### config.mk
export PLATFORM = sky130hd
export DESIGN_NAME = gate_rx_deframer
export DESIGN_NICKNAME = d
export VERILOG_FILES = /design/src/rtl/gate_link_pkg.sv /design/src/rtl/gate_frame_fifo.sv /design/src/rtl/gate_rx_deframer.sv
export SDC_FILE = /design/constraint.sdc
export NUM_CORES = 1
export LEC_CHECK = 0
export CAP_MARGIN = 20
export CORE_AREA = 3 3 166 168
export CTS_CLUSTER_DIAMETER = 120
export CTS_CLUSTER_SIZE = 12
export DETAILED_ROUTE_END_ITERATION = 8
export DIE_AREA = 0 0 169 171
export SLEW_MARGIN = 20
export SYNTH_ARGS = -nofsm -noshare
export SYNTH_HDL_FRONTEND = slang
export SYNTH_SLANG_ARGS = --single-unit
### constraint.sdc
create_clock -name i_clk -period 8.43 [get_ports i_clk]
set_input_delay 1.686 -clock i_clk [delete_from_list [all_inputs] [get_ports i_clk]]
set_output_delay 1.686 -clock i_clk [all_outputs]
set_load 0.02 [all_outputs]
### src/rtl/gate_link_pkg.sv
// Shared types and width helpers for the gate link deframer.
// Pure declarations; no logic, no latency, no flow control.
// Width helpers let instances with non-default parameters derive their own field offsets.
package gate_link_pkg;

    typedef enum logic [1:0] {
        HUNT = 2'd0,
        IDLE = 2'd1,
        DATA = 2'd2
    } state_t;

    function automatic int payload_w(input int folds, input int word_w);
        return folds * word_w;
    endfunction

    function automatic int flits_w(input int gate_w, input int flit_w);
        return gate_w * flit_w;
    endfunction

    function automatic int vl_ofs(input int gate_w, input int flit_w);
        return gate_w * flit_w;
    endfunction

    function automatic int cr_ofs(input int gate_w, input int flit_w);
        return gate_w * flit_w + gate_w;
    endfunction

    function automatic int fold_cnt_w(input int folds);
        return (folds > 1) ? $clog2(folds) : 1;
    endfunction

    function automatic int sync_cnt_w(input int stable);
        return $clog2(stable + 1);
    endfunction

    // Default link configuration.
    localparam int DEF_FLIT_WIDTH    = 8;
    localparam int DEF_GATE_WIDTH    = 8;
    localparam int DEF_GATE_FOLDS    = 3;
    localparam int DEF_WORD_WIDTH    = 28;
    localparam int DEF_STABLE_CYCLES = 1000000;

    localparam int PAYLOAD_W  = payload_w(DEF_GATE_FOLDS, DEF_WORD_WIDTH);
    localparam int FLITS_W    = flits_w(DEF_GATE_WIDTH, DEF_FLIT_WIDTH);
    localparam int VL_OFS     = vl_ofs(DEF_GATE_WIDTH, DEF_FLIT_WIDTH);
    localparam int CR_OFS     = cr_ofs(DEF_GATE_WIDTH, DEF_FLIT_WIDTH);
    localparam int FOLD_CNT_W = fold_cnt_w(DEF_GATE_FOLDS);
    localparam int SYNC_CNT_W = sync_cnt_w(DEF_STABLE_CYCLES);

endpackage

### src/rtl/gate_frame_fifo.sv
// Two-entry show-ahead queue of assembled gate payloads.
// Latency: a push is visible at the head on the cycle after it is accepted.
// Backpressure: none; a push while full without a pull is dropped (caller flags it).
module gate_frame_fifo
    import gate_link_pkg::*;
#(
    parameter int WIDTH = PAYLOAD_W
) (
    input  logic             i_clk,
    input  logic             i_rst,
    input  logic             i_flush,
    input  logic             i_push,
    input  logic [WIDTH-1:0] i_push_dat,
    input  logic             i_pull,
    output logic [WIDTH-1:0] o_head_dat,
    output logic             o_full,
    output logic             o_empty
);

    logic [WIDTH-1:0] head_q;
    logic [WIDTH-1:0] tail_q;
    logic [1:0]       cnt_q;
    logic             pull_ok;

    assign pull_ok = i_pull && (cnt_q != 2'd0);

    // The head register is left untouched on flush/drain so outputs hold their last value.
    always_ff @(posedge i_clk or posedge i_rst) begin
        if (i_rst) begin
            head_q <= '0;
            tail_q <= '0;
            cnt_q  <= 2'd0;
        end else if (i_flush) begin
            cnt_q <= 2'd0;
        end else begin
            case ({i_push, pull_ok})
                2'b10: begin
                    if (cnt_q == 2'd0) begin
                        head_q <= i_push_dat;
                        cnt_q  <= 2'd1;
                    end else if (cnt_q == 2'd1) begin
                        tail_q <= i_push_dat;
                        cnt_q  <= 2'd2;
                    end
                end
                2'b01: begin
                    if (cnt_q == 2'd2) begin
                        head_q <= tail_q;
                    end
                    cnt_q <= cnt_q - 2'd1;
                end
                2'b11: begin
                    if (cnt_q == 2'd1) begin
                        head_q <= i_push_dat;
                    end else begin
                        head_q <= tail_q;
                        tail_q <= i_push_dat;
                    end
                end
                default: ;
            endcase
        end
    end

    assign o_head_dat = head_q;
    assign o_full     = (cnt_q == 2'd2);
    assign o_empty    = (cnt_q == 2'd0);

endmodule

### src/rtl/gate_rx_deframer.sv
// Gate link receive deframer: sync hunt, header detect, fold reassembly into a 2-deep queue.
// Latency: last fold sampled at cycle t gives a valid head and o_rx_available at t+1.
// Backpressure: none upstream; frames arriving to a full queue are dropped and o_overflow set.
module gate_rx_deframer
    import gate_link_pkg::*;
#(
    parameter int                    FLIT_WIDTH    = DEF_FLIT_WIDTH,
    parameter int                    GATE_WIDTH    = DEF_GATE_WIDTH,
    parameter int                    GATE_FOLDS    = DEF_GATE_FOLDS,
    parameter int                    WORD_WIDTH    = DEF_WORD_WIDTH,
    parameter logic [WORD_WIDTH-1:0] SYNC_PATTERN  = WORD_WIDTH'(1),
    parameter logic [WORD_WIDTH-1:0] START_PATTERN = WORD_WIDTH'(28'h5A5A5A5),
    parameter int                    STABLE_CYCLES = DEF_STABLE_CYCLES
) (
    input  logic                                 i_clk,
    input  logic                                 i_rst,
    input  logic [WORD_WIDTH-1:0]                i_word,
    input  logic                                 i_sync_generate,
    input  logic                                 i_rx_pull,
    output logic                                 o_rx_available,
    output logic                                 o_sync_complete,
    output logic [GATE_WIDTH-1:0][FLIT_WIDTH-1:0] o_dt,
    output logic [GATE_WIDTH-1:0]                o_vl,
    output logic [GATE_WIDTH-1:0]                o_cr,
    output logic                                 o_overflow,
    output logic                                 o_frame_err
);

    localparam int PW     = payload_w(GATE_FOLDS, WORD_WIDTH);
    localparam int FW_ALL = flits_w(GATE_WIDTH, FLIT_WIDTH);
    localparam int VL_O   = vl_ofs(GATE_WIDTH, FLIT_WIDTH);
    localparam int CR_O   = cr_ofs(GATE_WIDTH, FLIT_WIDTH);
    localparam int USED_W = CR_O + GATE_WIDTH;
    localparam int FOLD_W = fold_cnt_w(GATE_FOLDS);
    localparam int SYNC_W = sync_cnt_w(STABLE_CYCLES);

    localparam logic [FOLD_W-1:0] LAST_FOLD = FOLD_W'(GATE_FOLDS - 1);
    localparam logic [SYNC_W-1:0] LOCK_AT   = SYNC_W'(STABLE_CYCLES - 1);
    localparam logic [SYNC_W-1:0] SYNC_MAX  = SYNC_W'(STABLE_CYCLES);

    if (PW < USED_W) begin : g_width_check
        $error("GATE_FOLDS*WORD_WIDTH too small for GATE_WIDTH*(FLIT_WIDTH+2)");
    end

    state_t              state_q, state_d;
    logic [SYNC_W-1:0]   sync_cnt_q, sync_cnt_d;
    logic [FOLD_W-1:0]   fold_cnt_q, fold_cnt_d;
    logic [WORD_WIDTH-1:0] fold_q [GATE_FOLDS-1];
    logic                capture;
    logic                push;
    logic                lock;
    logic                frame_err_set;
    logic [PW-1:0]       payload;
    logic [PW-1:0]       head_dat;
    logic                fifo_full;
    logic                fifo_empty;
    logic                sync_complete_q;
    logic                overflow_q;
    logic                frame_err_q;

    always_comb begin
        state_d       = state_q;
        sync_cnt_d    = sync_cnt_q;
        fold_cnt_d    = fold_cnt_q;
        capture       = 1'b0;
        push          = 1'b0;
        lock          = 1'b0;
        frame_err_set = 1'b0;
        if (i_sync_generate) begin
            state_d    = HUNT;
            sync_cnt_d = '0;
            fold_cnt_d = '0;
        end else begin
            case (state_q)
                HUNT: begin
                    if (i_word == SYNC_PATTERN) begin
                        if (sync_cnt_q == LOCK_AT) begin
                            state_d    = IDLE;
                            sync_cnt_d = '0;
                            lock       = 1'b1;
                        end else if (sync_cnt_q != SYNC_MAX) begin
                            sync_cnt_d = sync_cnt_q + SYNC_W'(1);
                        end
                    end else begin
                        sync_cnt_d = '0;
                    end
                end
                IDLE: begin
                    if (i_word == START_PATTERN) begin
                        state_d    = DATA;
                        fold_cnt_d = '0;
                    end else if (i_word != '0 && i_word != SYNC_PATTERN) begin
                        frame_err_set = 1'b1;
                    end
                end
                DATA: begin
                    capture = 1'b1;
                    if (fold_cnt_q == LAST_FOLD) begin
                        push       = 1'b1;
                        fold_cnt_d = '0;
                        state_d    = IDLE;
                    end else begin
                        fold_cnt_d = fold_cnt_q + FOLD_W'(1);
                    end
                end
                default: state_d = HUNT;
            endcase
        end
    end

    // The final fold bypasses the slot registers so the frame is queued on the cycle it completes.
    always_comb begin
        payload = '0;
        for (int k = 0; k < GATE_FOLDS - 1; k++) begin
            payload[k*WORD_WIDTH +: WORD_WIDTH] = fold_q[k];
        end
        payload[(GATE_FOLDS-1)*WORD_WIDTH +: WORD_WIDTH] = i_word;
    end

    always_ff @(posedge i_clk or posedge i_rst) begin
        if (i_rst) begin
            state_q    <= HUNT;
            sync_cnt_q <= '0;
            fold_cnt_q <= '0;
            for (int k = 0; k < GATE_FOLDS - 1; k++) begin
                fold_q[k] <= '0;
            end
        end else begin
            state_q    <= state_d;
            sync_cnt_q <= sync_cnt_d;
            fold_cnt_q <= fold_cnt_d;
            for (int k = 0; k < GATE_FOLDS - 1; k++) begin
                if (capture && fold_cnt_q == FOLD_W'(k)) begin
                    fold_q[k] <= i_word;
                end
            end
        end
    end

    always_ff @(posedge i_clk or posedge i_rst) begin
        if (i_rst) begin
            sync_complete_q <= 1'b0;
            overflow_q      <= 1'b0;
            frame_err_q     <= 1'b0;
        end else if (i_sync_generate) begin
            sync_complete_q <= 1'b0;
            overflow_q      <= 1'b0;
            frame_err_q     <= 1'b0;
        end else begin
            if (lock) begin
                sync_complete_q <= 1'b1;
            end
            if (push && fifo_full && !i_rx_pull) begin
                overflow_q <= 1'b1;
            end
            if (frame_err_set) begin
                frame_err_q <= 1'b1;
            end
        end
    end

    gate_frame_fifo #(
        .WIDTH (PW)
    ) u_fifo (
        .i_clk      (i_clk),
        .i_rst      (i_rst),
        .i_flush    (i_sync_generate),
        .i_push     (push),
        .i_push_dat (payload),
        .i_pull     (i_rx_pull),
        .o_head_dat (head_dat),
        .o_full     (fifo_full),
        .o_empty    (fifo_empty)
    );

    if (PW > USED_W) begin : g_pad
        logic unused_pad;
        assign unused_pad = ^head_dat[PW-1:USED_W];
    end

    assign o_dt            = head_dat[FW_ALL-1:0];
    assign o_vl            = head_dat[VL_O +: GATE_WIDTH];
    assign o_cr            = head_dat[CR_O +: GATE_WIDTH];
    assign o_rx_available  = !fifo_empty;
    assign o_sync_complete = sync_complete_q;
    assign o_overflow      = overflow_q;
    assign o_frame_err     = frame_err_q;

endmodule

==> impl_metrics.ini, run 1 <==
[route]
wl_met1_mm = 11.2
drt_pass1_iterations = 4
ant_nets = 0
wl_per_cell_um = 18.0
drt_iter0_drc = 401
drc = 0
route.vias.total = 6812
dr.max_layer_used = met4
wl_met2_mm = 10.7
routed_wl_mm = 23.2
drt-vias-per-instance = 5.27
dr_wl_met3_um = 976

[setup_path]
critPathLaunchType = input pin
critPathMaxStageDelay_ns = 0.65
worstSetupPathType = input pin to flip-flop
end_kind = flip-flop
crit_cells = 7
worst-endpoint-required_ns = 8.88
reg2reg_slack_ns = 5.45
crit_slowest_cell = or4_1
critical_path.startpoint = i_word[13]
worst-path-buf-inv = 1
crit_family = simple AND/OR/NAND/NOR gates
arrival_ns = 5.32
crit_chain = clkdlybuf4s50_1 > or4_1 > or4_1 > or4_1 > or3_1 > or4_1 > nand2_1
reg2reg_from = state_q[0]
path_max_fanout = 19
cp-endpoint = sync_cnt_q[14]
cp_common_cell = or4_1
r2r_cells = 7
regToRegEndpoint = u_fifo.o_head_dat[14]

[global_routing]
grt_pass1_vias = 6797
antenna_found_initial = 0
grtUsageTotal_pct = 16.1
grt_overflow_total = 0
grt_pass1_wl_mm = 37.8
grt_max_degree = 96

[status]
status = complete, no violations

[logic_synthesis]
synth_seq_cells = 245
ys.flop_type = dfrtp_1
ys_seq_area_share_pct = 58.6
yosysWarnings = 0
synth_edf_count = 0
synth_cells = 857
syn_area_per_cell_um2 = 12.2
synth_top_area_share_pct = 58.6
synth_cell_types = 42
async_flop_share_pct = 100
syn_nets = 894
netlist_area_mm2 = 0.0105
yosys-top-cells-area = dfrtp_1 (59%), mux2_2 (15%), mux2i_1 (7.8%), o21ai_0 (5.1%), nand2_1 (3.4%)
synth_largest_area_cell = dfrtp_1

[clocking]
htree_num_levels = 1
clk_latency_ns = 0.51
numClockSinks = 245
cts_buffer_depth = 3
numCtsBuffers = 24
cts_tree = yes
cts_resized = 0
hold_buffers = 0
post_cts_buffers = 0
clk_pin_slew_ns = 0.06
clockRootBuffer = clkbuf_16

[sta]
rsz0062_at_grt = no
worst_slew_pin_slew_ns = 1.07
fin_worst_skew_ns = 0.0119
setup_tns_ns = 0
max_slew_margin_pct = 28.6
maxSlewViolCount = 0
finalSetupViolCount = 0
hold_viol_final = 0
fmax_mhz = 206
fin_hold_ws_ns = 0.473
fin_crit_ns = 4.86
timing.final.crit_share_pct = 57.7

[place]
dp.cells = 1267
dp_hpwl_mm = 14.6
placed_cell_area_mm2 = 0.0120
place_congestion = 0.808
port_buffers = 115

[pwr]
p_per_area_mw_per_mm2 = 238
leakagePower_nw = 5.68
peakVddDrop_v = 0.000144

[floorplan]
io_pins = 116
die_width_um = 169
core-area_mm2 = 0.0261
initial_utilization_pct = 40.1
dieArea_mm2 = 0.0289
die_h_um = 171
row_count = 59

[cells_and_area]
stdcell_area_mm2 = 0.0126
area_growth_syn_to_layout_pct = 20.4
diodes = 0
fill_cells = 2403
drive_above_1_share_pct = 18.9
layout.nets = 995
finalNonFillerCells = 1293

[run]
maxCapViolCount = 0

[hold_path]
min_path_type = flip-flop to flip-flop
hold_path.startpoint = u_fifo.o_head_dat[45]
## layer usage
metal | GRT usage (%) | vias up
met5 | 0 | -
met4 | 3.28 | 0
met3 | 2.59 | 26
met2 | 26.0 | 112
met1 | 23.3 | 3425
li1 | - | 3249
## worst register-to-register path, cell delays in order, from the launching register on
cell      delay (ns)
dfrtp_1         0.42
nand2b_1        0.27
nor3_1          0.16
nand2_1         0.13
and3_4          0.71
buf_4           0.75
mux2i_1         0.29
o21ai_0         0.09
## where the power goes
part	total (mW)	internal, mW	leakage (nW)	switching [mW]
clock	0.943	0.521	0.313	0.422
combinational	0.706	0.310	2.01	0.396
sequential	1.35	1.28	3.35	0.0679
## area by class of cell
| cell class | count | area [um^2] | share of cell area (%) |
|---|---|---|---|
| clock buffer | 25 | 626 | 4.97 |
| clock inverter | 1 | 8.76 | 0.0696 |
| timing repair buffer | 124 | 1220 | 9.68 |
| inverter | 12 | 52.6 | 0.417 |
| multi-input combinational | 551 | 4140 | 32.8 |
| tap | 335 | 419 | 3.33 |
| sequential | 245 | 6130 | 48.7 |
## cells in the mapped netlist, types with 2 or more instances
master / number
a21oi_1: 11
a31oi_1: 5
and2_1: 2
and3_1: 6
and4_1: 4
buf_1: 9
clkbuf_1: 39
clkinv_1: 2
dfrtp_1: 245
ha_1: 5
inv_1: 10
mux2_2: 136
mux2i_1: 81
nand2_1: 96
nand2b_1: 3
nand3_1: 13
nand4_1: 8
nor2_1: 18
nor2b_1: 5
nor3_1: 2
nor4_1: 7
nor4b_1: 2
o21ai_0: 106
o31ai_1: 13
o41ai_1: 3
or3_1: 5
or4_1: 6
## placed cells by master, fill, tap and decap left out, types with 6 or more instances in the layout
master / n
nor4_1: 7
buf_4: 9
mux2_2: 136
o21ai_0: 106
nand2_1: 96
nor2_1: 18
o31ai_1: 13
mux2i_1: 81
or4_1: 6
nand3_1: 13
inv_1: 9
clkdlybuf4s50_1: 115
nand4_1: 8
a21oi_1: 11
dfrtp_1: 245
clkbuf_16: 25
## how the worst min path moves through the flow
stage | end | cells past startpoint
after CTS | sync_cnt_q[18] | 1
after global placement | u_fifo.o_head_dat[70] | 2
final | u_fifo.o_head_dat[45] | 2
after floorplan | sync_cnt_q[19] | 1
after detailed placement | sync_cnt_q[18] | 1
after global routing | sync_cnt_q[18] | 1
## cells by family (layout without fill, tap and decap cells)
group	after synthesis	after routing	share of synthesized area [%]
flops	245	245	58.6
mux	217	217	22.4
simple gates	182	182	8.27
compound gates	146	146	7.77
buf+inv	61	162	2.26
fa+ha+maj	5	5	0.598
xor+xnor	1	1	0.0838
## flip-flops by register name, indices dropped and copies added, names as in the netlist
signal,count
u_fifo.cnt_q,2
fold_q,56
o_overflow,1
u_fifo.tail_q,80
o_sync_complete,1
o_frame_err,1
sync_cnt_q,20
state_q,2
u_fifo.o_head_dat,80
fold_cnt_q,2
## stage by stage
stage	power (mW)	setup WS (ns)	util, %
4_1_cts	3.05	3.63	48.3
2_1_floorplan	1.77	0.0141	-
6_report	3.00	3.57	48.3
3_3_place_gp	2.08	3.09	45.9
5_1_grt	3.16	3.50	48.3
3_5_place_dp	2.09	3.09	45.9
(Power assumes the default switching activity.)
==> run 2: changes to the inputs <==
==> constraint.sdc (replaced) <==
create_clock -name i_clk -period 4.5 [get_ports i_clk]
set_input_delay 0.9 -clock i_clk [delete_from_list [all_inputs] [get_ports i_clk]]
set_output_delay 0.9 -clock i_clk [all_outputs]
set_load 0.02 [all_outputs]
==> impl_metrics.ini, run 2 (same netlist as run 1, synthesis figures left out) <==
[floorplan]
dieArea_mm2 = 0.0289
io_pins = 116
core-area_mm2 = 0.0261
die_width_um = 169
die_h_um = 171
row_count = 59
initial_utilization_pct = 40.1

[route]
wl_per_cell_um = 18.2
routed_wl_mm = 23.9
route.vias.total = 6882
drc = 0
drt-vias-per-instance = 5.24
drt_iter0_drc = 355
drt_pass1_iterations = 5
ant_nets = 0

[place]
place_congestion = 0.802
port_buffers = 115
dp_hpwl_mm = 15.3
place_ws_ns = 0.227
placed_cell_area_mm2 = 0.0121
dp.cells = 1287

[global_routing]
grt_overflow_total = 0
grtUsageTotal_pct = 16.8
antenna_found_initial = 0
grt_max_degree = 103
grt_pass1_wl_mm = 39.0
grt_pass1_vias = 6924

[cells_and_area]
diodes = 0
finalNonFillerCells = 1313
mostFrequentLayoutCell = dfrtp_1
stdcell_area_mm2 = 0.0128
area_growth_syn_to_layout_pct = 22.1
layout.nets = 1015
final_cell_mix = dfrtp_1 (245), mux2_2 (136), clkdlybuf4s50_1 (115), o21ai_0 (106), nand2_1 (96)
drive_above_1_share_pct = 20.4

[sta]
setup_tns_ns = 0
timing.final.crit_share_pct = 83.6
rsz0062_at_grt = no
finalSetupViolCount = 0
worst_slew_pin_slew_ns = 0.684
max_slew_margin_pct = 54.4
maxSlewViolCount = 0
fin_crit_ns = 3.76
hold_viol_final = 0
fmax_mhz = 266
fin_worst_skew_ns = 0.00994
worst_slack_ns = 0.739

[pwr]
peakVddDrop_v = 0.000320
p_per_area_mw_per_mm2 = 441
leakagePower_nw = 5.76
total_power_mw = 5.64

[clocking]
post_cts_buffers = 0
cts_resized = 0
numClockSinks = 245
clockRootBuffer = clkbuf_16
hold_buffers = 0
htree_num_levels = 1
clk_pin_slew_ns = 0.07
cts_buffer_depth = 3
clk_latency_ns = 0.52
numCtsBuffers = 24
cts_tree = yes

[setup_path]
critPathLaunchType = input pin
crit_chain = clkdlybuf4s50_1 > or4_1 > or4_1 > or4_1 > or3_1 > buf_4 > o41ai_1
arrival_ns = 4.17
worst-endpoint-required_ns = 4.91
critPathMaxStageDelay_ns = 0.69
reg2reg_slack_ns = 1.94
crit_slowest_cell = or4_1
end_kind = flip-flop
cp_common_cell = or4_1
worstSetupPathType = input pin to flip-flop
path_max_fanout = 16

[hold_path]
min_path_type = flip-flop to flip-flop

[status]
status = complete, no violations

[run]
maxCapViolCount = 0
run 2: metal layers:
layer  global-route usage, %  vias up  share of wire (%)
met5                       0        -                  0
met4                    3.63        0                1.7
met3                    2.43       22                3.5
met2                    27.5      127                 47
met1                    24.0     3430                 48
li1                        -     3303                  -
run 2: path summary, 6_finish.rpt:
kind,from,to,cells past startpoint
max,i_word[13],sync_cnt_q[10],7
min,sync_cnt_q[18],sync_cnt_q[18],1
max reg2reg,state_q[0],u_fifo.o_head_dat[63],7
min reg2reg,sync_cnt_q[18],sync_cnt_q[18],1
max in group asynchronous,i_rst,fold_q[55],3
min in group asynchronous,i_rst,u_fifo.o_head_dat[34],2
run 2: report_power, final:
group / total, mW / switching (mW) / internal [mW]
registers: 2.53 / 0.128 / 2.40
logic: 1.36 / 0.750 / 0.609
clock network: 1.75 / 0.806 / 0.946
total: 5.64 / 1.68 / 3.95
run 2: cell type report:
type / count / area [um^2]
clock inverters: 2 / 25.0
well taps: 335 / 419
fillers: 2342 / 13300
clock buffers: 24 / 601
flip-flops and latches: 245 / 6130
repair buffers: 144 / 1430
multi-input cells: 551 / 4120
inverters: 12 / 48.8
run 2: stage by stage:
stage / util, % / hold slack (ns)
floorplan: - / 0.437
global placement: 46.6 / 0.461
detailed placement: 46.6 / 0.454
CTS: 49.0 / 0.474
global route: 49.0 / 0.504
finish: 49.0 / 0.470
run 2: critical path: cells and delay by family:
| family | cells | cell delay (ns) |
|---|---|---|
| AOI/OAI and AO/OA | 1 | 0.35 |
| buffers and inverters | 2 | 0.74 |
| and+or+nand+nor | 4 | 2.16 |
==> run 3: changes to the inputs <==
==> constraint.sdc (replaced) <==
create_clock -name i_clk -period 3.11 [get_ports i_clk]
set_input_delay 0.622 -clock i_clk [delete_from_list [all_inputs] [get_ports i_clk]]
set_output_delay 0.622 -clock i_clk [all_outputs]
set_load 0.02 [all_outputs]
==> impl_metrics.ini, run 3 (same netlist as run 1, synthesis figures left out) <==
[status]
status = complete, no violations

[global_routing]
antenna_found_initial = 0
grt_pass1_wl_mm = 40.1
grt_overflow_total = 0
grt_max_degree = 99
grtUsageTotal_pct = 17.3
grt_pass1_vias = 7056

[setup_path]
worst-path-buf-inv = 1
worst-endpoint-required_ns = 3.55
arrival_ns = 3.51
cp_common_cell = or4_4
path_max_fanout = 7
critPathMaxStageDelay_ns = 0.60
worstSetupPathType = input pin to flip-flop
critPathLaunchType = input pin
crit_family = simple AND/OR/NAND/NOR gates
end_kind = flip-flop
crit_slowest_cell = or4_4
crit_chain = clkdlybuf4s50_1 > or4_4 > or4_4 > or4_4 > or3_4 > or4_1 > nand2_1

[clocking]
numCtsBuffers = 24
hold_buffers = 0
clockRootBuffer = clkbuf_16
cts_tree = yes
numClockSinks = 245
cts_buffer_depth = 3
clk_latency_ns = 0.51
clk_pin_slew_ns = 0.06
htree_num_levels = 1

[sta]
timing.final.crit_share_pct = 98.5
rsz0062_at_grt = no
max_slew_margin_pct = 45.9
fin_worst_skew_ns = 0.0157
fin_crit_ns = 3.06
worst_slack_ns = 0.0473
fin_hold_ws_ns = 0.474
maxSlewViolCount = 0
finalSetupViolCount = 0
worst_slew_pin_slew_ns = 0.810
hold_viol_final = 0
fmax_mhz = 327

[cells_and_area]
drive_above_1_share_pct = 23.6
stdcell_area_mm2 = 0.0132
fill_cells = 2313
final-seq-area_mm2 = 0.00613
area_growth_syn_to_layout_pct = 25.9
mostFrequentLayoutCell = dfrtp_1
diodes = 0
multi_input_area_mm2 = 0.00414
finalNonFillerCells = 1347
final_cell_mix = dfrtp_1 (245), mux2_2 (136), clkdlybuf4s50_1 (115), o21ai_0 (106), nand2_1 (96)
layout.nets = 1049

[floorplan]
die_width_um = 169
dieArea_mm2 = 0.0289
row_count = 59
io_pins = 116
initial_utilization_pct = 40.1
die_h_um = 171
core-area_mm2 = 0.0261

[pwr]
combPwrFrac_pct = 24.6
total_power_mw = 8.17
peakVddDrop_v = 0.000498
p_sw_mw = 2.40
seqPwrFrac_pct = 44.7
leakagePower_nw = 5.98
p_clk_share_pct = 30.7
p_per_area_mw_per_mm2 = 620
p_int_mw = 5.76
switching_share_pct = 29.4

[route]
drt_pass1_iterations = 5
drt_iter0_drc = 388
route.vias.total = 7023
wl_per_cell_um = 18.2
routed_wl_mm = 24.6
drt-vias-per-instance = 5.21
ant_nets = 0
drc = 0

[place]
port_buffers = 115
dp_hpwl_mm = 16.8
place_ws_ns = -0.631
dp.cells = 1321
placed_cell_area_mm2 = 0.0125
place_congestion = 0.774

[run]
maxCapViolCount = 0

[hold_path]
min_path_type = flip-flop to flip-flop
-- run 3: cell type report --
cell class	instances	share of cell area (%)
Multi-Input combinational cell	551	31.5
Timing Repair Buffer	178	13.7
Tap cell	335	3.18
Clock buffer	24	4.56
Inverter	12	0.371
Clock inverter	2	0.190
Sequential cell	245	46.6
-- run 3: tightest hold or removal path, cell delays in order (launching register included) --
cell,delay [ns]
dfrtp_1,0.34
nand2_1,0.04
o21ai_0,0.06
-- run 3: through the flow --
stage	util, %	setup TNS, ns
2_1_floorplan	-	-178.79
3_3_place_gp	48.1	-10.79
3_5_place_dp	48.1	-11.40
4_1_cts	50.5	0
5_1_grt	50.5	0
6_report	50.5	0
-- run 3: worst paths after layout --
kind,slack (ns),endpoint,start,cells after the start
setup / recovery,0.05,sync_cnt_q[14],i_word[15],7
hold / removal,0.47,u_fifo.o_head_dat[71],u_fifo.o_head_dat[71],2
setup reg to reg,0.90,sync_cnt_q[14],sync_cnt_q[0],7
hold reg to reg,0.47,u_fifo.o_head_dat[71],u_fifo.o_head_dat[71],2
max in group asynchronous,1.82,u_fifo.cnt_q[1],i_rst,3
min in group asynchronous,0.61,fold_q[40],i_rst,2
-- run 3: power by group through the flow --
stage                     logic [mW]  clock network, mW  registers [mW]
after floorplan                0.813                  0            3.98
after global routing            2.18               2.71            3.69
after detailed placement        2.04                  0            3.71
after CTS                       2.05               2.58            3.66
final                           2.01               2.51            3.65
after global placement          2.03                  0            3.71
-- run 3: metal layers --
metal	vias up	GRT usage, %	share of wire (%)
li1	3375	-	-
met1	3474	25.3	48
met5	-	0	0
met4	0	3.07	1.3
met3	26	2.29	4.4
met2	148	28.1	46
-- run 3: repair_timing --
item / in CTS / in global routing
setup buffers: 0 / 0
pin swaps: 1 / 2
endpoints found under the setup margin: 15 / 14
gates resized for setup: 1 / 3
